### src/rtl/mem_arbiter_pkg.sv
// Shared CPU/memory types for the cache-to-RAM arbitration path.
// Declares the RAM handshake state and the arbiter FSM state.
package cpu_types_pkg;

    localparam int WORD_W = 32;

    typedef logic [WORD_W-1:0] word_t;

    typedef enum logic [1:0] {
        FREE   = 2'b00,
        BUSY   = 2'b01,
        ACCESS = 2'b10,
        ERROR  = 2'b11
    } ramstate_t;

    typedef enum logic [1:0] {
        IDLE   = 2'b00,
        DGRANT = 2'b01,
        IGRANT = 2'b10,
        HOLD   = 2'b11
    } arb_state_t;

endpackage

### src/rtl/mem_arbiter_rr_arbiter.sv
// Round-robin arbiter: the first asserted request at or after ptr, walking upward
// and wrapping, gets a one-hot grant.
module rr_arbiter
    import cpu_types_pkg::*;
#(
    parameter  int N  = 2,
    localparam int PW = (N > 1) ? $clog2(N) : 1
) (
    input  logic [N-1:0]  req,
    input  logic [PW-1:0] ptr,
    output logic [N-1:0]  gnt,
    output logic          valid
);

    logic [PW-1:0] idx;

    always_comb begin
        gnt   = '0;
        valid = 1'b0;
        idx   = '0;
        for (int unsigned i = 0; i < N; i++) begin
            idx = PW'((32'(ptr) + i) % N);
            if (!valid && req[idx]) begin
                gnt[idx] = 1'b1;
                valid    = 1'b1;
            end
        end
    end

endmodule

### src/rtl/mem_arbiter.sv
// Responder end of cache_control_if: arbitrates NCPU i/d cache channels onto one RAM port.
// Define MEM_ARBITER_STATS_EN to add per-core grant counters on ports istat/dstat.
module mem_arbiter
    import cpu_types_pkg::*;
#(
    parameter int NCPU    = 2,
    parameter int RAM_LAT = 0
) (
    input  logic                 CLK,
    input  logic                 nRST,
    input  logic [NCPU-1:0]      iREN,
    input  logic [NCPU*32-1:0]   iaddr,
    output logic [NCPU-1:0]      iwait,
    output logic [NCPU*32-1:0]   iload,
    input  logic [NCPU-1:0]      dREN,
    input  logic [NCPU-1:0]      dWEN,
    input  logic [NCPU*32-1:0]   daddr,
    input  logic [NCPU*32-1:0]   dstore,
    output logic [NCPU-1:0]      dwait,
    output logic [NCPU*32-1:0]   dload,
    output logic                 ramREN,
    output logic                 ramWEN,
    output logic [31:0]          ramaddr,
    output logic [31:0]          ramstore,
    input  logic [31:0]          ramload,
    input  logic [1:0]           ramstate
`ifdef MEM_ARBITER_STATS_EN
    ,
    output logic [NCPU*32-1:0]   istat,
    output logic [NCPU*32-1:0]   dstat
`endif
);

    localparam int CW = (NCPU > 1) ? $clog2(NCPU) : 1;

    arb_state_t    state;
    logic [CW-1:0] rr_ptr;
    logic [CW-1:0] gnt_cpu;
    logic          gnt_is_d;
    logic [31:0]   hold_cnt;

    logic [NCPU-1:0] dreq, d_gnt, i_gnt, sel_oh;
    logic            d_valid, i_valid;
    logic [CW-1:0]   sel_idx;

    logic  g_iren, g_dren, g_dwen;
    word_t g_iaddr, g_daddr, g_dstore;
    logic  granted, active, done;

    assign dreq = dREN | dWEN;

    rr_arbiter #(.N(NCPU)) u_d_arb (
        .req   (dreq),
        .ptr   (rr_ptr),
        .gnt   (d_gnt),
        .valid (d_valid)
    );

    rr_arbiter #(.N(NCPU)) u_i_arb (
        .req   (iREN),
        .ptr   (rr_ptr),
        .gnt   (i_gnt),
        .valid (i_valid)
    );

    always_comb begin
        sel_oh  = d_valid ? d_gnt : i_gnt;
        sel_idx = '0;
        for (int unsigned c = 0; c < NCPU; c++)
            if (sel_oh[c]) sel_idx = CW'(c);
    end

    // Live request lines of the granted core; dropping them aborts the grant.
    always_comb begin
        g_iren   = 1'b0;
        g_dren   = 1'b0;
        g_dwen   = 1'b0;
        g_iaddr  = '0;
        g_daddr  = '0;
        g_dstore = '0;
        for (int unsigned c = 0; c < NCPU; c++) begin
            if (CW'(c) == gnt_cpu) begin
                g_iren   = iREN[c];
                g_dren   = dREN[c];
                g_dwen   = dWEN[c];
                g_iaddr  = iaddr[c*32 +: 32];
                g_daddr  = daddr[c*32 +: 32];
                g_dstore = dstore[c*32 +: 32];
            end
        end
    end

    assign granted = (state == DGRANT) || (state == IGRANT);
    assign active  = granted && (gnt_is_d ? (g_dren || g_dwen) : g_iren);
    assign done    = active && (ramstate == ACCESS);

    always_comb begin
        ramREN   = active && (gnt_is_d ? (g_dren && !g_dwen) : 1'b1);
        ramWEN   = active && gnt_is_d && g_dwen;
        ramaddr  = active ? (gnt_is_d ? g_daddr : g_iaddr) : '0;
        ramstore = ramWEN ? g_dstore : '0;
        iwait    = '1;
        dwait    = '1;
        iload    = '0;
        dload    = '0;
        for (int unsigned c = 0; c < NCPU; c++) begin
            if (done && CW'(c) == gnt_cpu) begin
                if (gnt_is_d) begin
                    dwait[c] = 1'b0;
                    if (!g_dwen) dload[c*32 +: 32] = ramload;
                end else begin
                    iwait[c] = 1'b0;
                    iload[c*32 +: 32] = ramload;
                end
            end
        end
    end

    always_ff @(posedge CLK or negedge nRST) begin
        if (!nRST) begin
            state    <= IDLE;
            rr_ptr   <= '0;
            gnt_cpu  <= '0;
            gnt_is_d <= 1'b0;
            hold_cnt <= '0;
        end else begin
            case (state)
                IDLE: begin
                    if (d_valid || i_valid) begin
                        gnt_cpu  <= sel_idx;
                        gnt_is_d <= d_valid;
                        state    <= d_valid ? DGRANT : IGRANT;
                    end
                end
                DGRANT, IGRANT: begin
                    if (!active) begin
                        state <= IDLE;
                    end else if (done) begin
                        rr_ptr <= (gnt_cpu == CW'(NCPU - 1)) ? '0 : gnt_cpu + 1'b1;
                        if (RAM_LAT == 0) begin
                            state <= IDLE;
                        end else begin
                            state    <= HOLD;
                            hold_cnt <= 32'(RAM_LAT - 1);
                        end
                    end
                end
                HOLD: begin
                    if (hold_cnt == '0) state <= IDLE;
                    else                hold_cnt <= hold_cnt - 1'b1;
                end
                default: state <= IDLE;
            endcase
        end
    end

`ifdef MEM_ARBITER_STATS_EN
    logic [31:0] istat_cnt [NCPU];
    logic [31:0] dstat_cnt [NCPU];

    always_ff @(posedge CLK or negedge nRST) begin
        if (!nRST) begin
            for (int unsigned c = 0; c < NCPU; c++) begin
                istat_cnt[c] <= '0;
                dstat_cnt[c] <= '0;
            end
        end else if (done) begin
            for (int unsigned c = 0; c < NCPU; c++) begin
                if (CW'(c) == gnt_cpu) begin
                    if (gnt_is_d) dstat_cnt[c] <= dstat_cnt[c] + 32'd1;
                    else          istat_cnt[c] <= istat_cnt[c] + 32'd1;
                end
            end
        end
    end

    for (genvar c = 0; c < NCPU; c++) begin : g_stat
        assign istat[c*32 +: 32] = istat_cnt[c];
        assign dstat[c*32 +: 32] = dstat_cnt[c];
    end
`endif

endmodule

### config.mk
export PLATFORM = sky130hd
export DESIGN_NAME = mem_arbiter
export DESIGN_NICKNAME = d
export VERILOG_FILES = /design/src/rtl/mem_arbiter_pkg.sv /design/src/rtl/mem_arbiter_rr_arbiter.sv /design/src/rtl/mem_arbiter.sv
export SDC_FILE = /design/constraint.sdc
export NUM_CORES = 1
export LEC_CHECK = 0
export ABC_AREA = 1
export CORE_AREA = 2 2 168 170
export DETAILED_ROUTE_END_ITERATION = 12
export DIE_AREA = 0 0 170 172
export PLACE_DENSITY = 0.56
export SLEW_MARGIN = 20
export SYNTH_ARGS = -nofsm -noshare
export SYNTH_HDL_FRONTEND = slang
export SYNTH_SLANG_ARGS = --single-unit
### constraint.sdc
create_clock -name CLK -period 2.1 [get_ports CLK]
set_input_delay 0.315 -clock CLK [delete_from_list [all_inputs] [get_ports CLK]]
set_output_delay 0.315 -clock CLK [all_outputs]
set_load 0.05 [all_outputs]
==> flow_summary_export.csv, run 1 <==
group,metric,value,unit
clocking,clk_path_buf_depth,2,
sta,period_needed,2460,ps
global_route,grt_overflow_total,0,
route,first_iter_violations,384,
die,row_count,61,
global_route,antenna_found_initial,3,
synth,avgSynthCellArea,5.22,um2
power_and_ir_drop,p_leak,6.15,nW
sta,finalCritPeriodShare,117,%
route,first_pass_iters,5,
placement,port_buffers,431,
synth,synth-seq-area-share,19.3,%
die,dieArea,29200,um2
die,coreArea,27500,um2
sta,drv_slew,0,
min_path,hp-class,"input pin to async pin",
route,wirelength,34300,um
power_and_ir_drop,p_seq_share,5.9,%
final_layout,area_delta_synth_final,205,%
final_layout,layout-drive-gt1-share,38.0,%
sta,max_freq,406,MHz
worst_setup_path,critical_path_class,"flop to output port",
clocking,ctsHtreeMaxLevel,2,
route,drc,0,
synth,synth_top_family_by_area,"simple AND/OR/NAND/NOR gates",
power_and_ir_drop,p_int,6.28,mW
route,via_per_inst,4.50,
sta,timing.final.ws_setup,-363,ps
placement,finalWeightedCongestion,0.900,
clocking,root_buffer,"clkbuf_16",
power_and_ir_drop,switching_share,54.0,%
final_layout,nNetsFinal,1643,
run_status,failed_checks,"setup timing",
power_and_ir_drop,comb_power_share,88.7,%
clocking,cts.sinks,37,
global_route,grt_max_degree,63,
worst_setup_path,cp.required,1780,ps
sta,setup_viol,198,
global_route,gr-usage-all-layers,22.5,%
clocking,clk-insertion-delay-late,280,ps
run_status,status,"finished, violations left",
synth,synth_cell_types,29,
final_layout,final_cell_mix,"clkdlybuf4s50_1, buf_12, nor2_1",
clocking,cts_buffers,5,
synth,syn-instance-count,921,
synth,synth_xor_area_share,2.37,%
worst_setup_path,startpoint_type,"flop",
worst_setup_path,cp_max_fo,8,
sta,hold_viol,0,
global_route,grt_pass1_wl,49100,um
worst_setup_path,cp-end-kind,"output port",
synth,synth_compound_gate_area_share,17.0,%
placement,post-place-ws,-479,ps
placement,post_dp_cell_area,13300,um2
clocking,clk_pin_slew,60,ps
worst_setup_path,crit_arrival,2150,ps
final_layout,layout_commonest_cell,"clkdlybuf4s50_1",
route,ant_nets,0,
sta,grt_setup_unrepaired,"true",
global_route,grt_pass1_vias,7752,
sta,maxSlewHeadroom,57.6,%
sta,fin_skew,7.70,ps
die,die_w,170,um
power_and_ir_drop,peakVddDrop,568,uV
run,maxCapViolCount,0,
die,start_util,17.5,%
synth,synth_seq_cells,37,
route,vias,7897,
die,num_io_pins,432,
clocking,postCtsHoldBufs,0,
power_and_ir_drop,clkPwrFrac,5.4,%
power_and_ir_drop,p_sw,7.38,mW
power_and_ir_drop,p_total,13.7,mW
synth,synthSimpleGateAreaFrac,48.3,%
placement,hpwl,28000,um
synth,yosys_warnings,0,
die,dieHeight,172,um
synth,synth.area.mux_share,0,%
power_and_ir_drop,p_per_area,931,nW/um2
route,routedWlPerCell,19.5,um
synth,synth_area,4800,um2
clocking,cts_tree,"built",
synth,synth_nets,1158,
synth,synthAdderAreaFrac,0.781,%
sta,worst_slew_pin_slew,636,ps
final_layout,finalInstanceArea,14700,um2
[flip-flops by register name (all words and copies together) (netlist names)]
register / count
state: 2
gnt_is_d: 1
rr_ptr: 1
gnt_cpu: 1
hold_cnt: 32
[per-stage QoR]
step	std cells	setup TNS (ps)	utilization, %	hold slack, ps
2_1_floorplan	921	-7420	-	19.4
3_3_place_gp	1721	-58730	48.3	376
3_5_place_dp	1721	-62430	48.3	375
4_1_cts	1753	-52550	53.0	77.6
5_1_grt	1754	-65850	53.4	105
6_report	1756	-55880	53.4	51.0
[worst paths after layout]
path,slack (ps),to,cells after the start,start
setup / recovery,-360,ramaddr[2],10,gnt_cpu$_DFFE_PN0P_
hold / removal,50,hold_cnt[7]$_DFFE_PN0P_,1,nRST
setup reg to reg,280,hold_cnt[28]$_DFFE_PN0P_,10,hold_cnt[0]$_DFFE_PN0P_
hold reg to reg,520,hold_cnt[1]$_DFFE_PN0P_,2,hold_cnt[1]$_DFFE_PN0P_
max in group asynchronous,1560,hold_cnt[20]$_DFFE_PN0P_,2,nRST
min in group CLK,520,hold_cnt[1]$_DFFE_PN0P_,2,hold_cnt[1]$_DFFE_PN0P_
[cells in the mapped netlist]
cell type    n  area share, %
nor2_1     255             20
nand2_1    198             15
o21ai_0     86            9.0
inv_1       79            6.2
a21oi_1     65            6.8
nor3_1      63            6.6
dfrtp_1     37             19
clkbuf_1    30            2.3
nand3_1     24            2.5
buf_2       18            1.9
nor2_2      10            1.3
xor2_1       8            1.5
inv_2        6           0.47
nand4_1      6           0.78
buf_1        5           0.39
xnor2_1      5           0.91
nand3b_1     4           0.63
o21ai_1      4           0.42
buf_6        3           0.70
ha_1         3           0.78
buf_4        2           0.31
nand2_2      2           0.26
nand3_2      2           0.42
a21oi_4      1           0.34
a31oi_1      1           0.13
and2_1       1           0.13
nor2_4       1           0.23
o21ai_4      1           0.34
or2_2        1           0.13
[critical path: stages, from the launching register on]
cell	delay [ps]
dfrtp_4	510
buf_8	150
or2_4	240
o21ai_4	80
a21oi_4	110
buf_4	150
buf_6	120
inv_8	110
buf_12	150
a21oi_2	50
buf_12	180
[logic make-up after synthesis]
family | count (synthesis)
AOI/OAI and AO/OA | 158
xor gates and xnor gates | 13
DFF | 37
buffers and inverters | 143
adders and majority gates | 3
and+or+nand+nor | 567
[cell type report]
| cell class | instances | area (um2) |
|---|---|---|
| inverter | 85 | 349 |
| antenna | 3 | 7.51 |
| multi-input combinational | 741 | 5080 |
| sequential | 37 | 930 |
| fill | 2464 | 12800 |
| tap | 346 | 433 |
| clock buffer | 5 | 125 |
| clock inverter | 3 | 17.5 |
| timing repair buffer | 536 | 7720 |
[per-layer routing]
layer  GRT usage [%]  vias up  wire length (um)
li1                -     3890                 -
met3            5.01       46              2290
met2            39.3      304             17100
met1            28.3     3655             14000
met5               0        -                13
met4            5.05        2               934
[power by group through the flow]
stage          Clock (mW)  Sequential (mW)  Combinational [mW]
6_report            0.737            0.801                12.1
5_1_grt             0.773            0.804                12.7
4_1_cts             0.747            0.797                12.0
3_5_place_dp            0            0.795                10.6
3_3_place_gp            0            0.794                10.5
2_1_floorplan           0            0.785                5.56
[repair_timing]
| action | 4_1_cts | 5_1_grt |
|---|---|---|
| cloned | 7 | 2 |
| gates resized for setup | 176 | 25 |
| setup buffers | 18 | 4 |
| pin swaps | 7 | 13 |
| setup endpoints to repair | 198 | 198 |
| hold endpoints to repair | 0 | 0 |
No activity file was read; power rests on OpenSTA's default activity.
==> inputs of run 2 (changes only) <==
- CAP_MARGIN: default -> 20
==> results of run 2 <==
Same layout as run 1: the final DEF is identical, and so are final timing and power.
==> inputs of run 3 (changes only) <==
- CAP_MARGIN: 20 -> default
==> results of run 3 <==
Same layout as run 1: the final DEF is identical, and so are final timing and power.
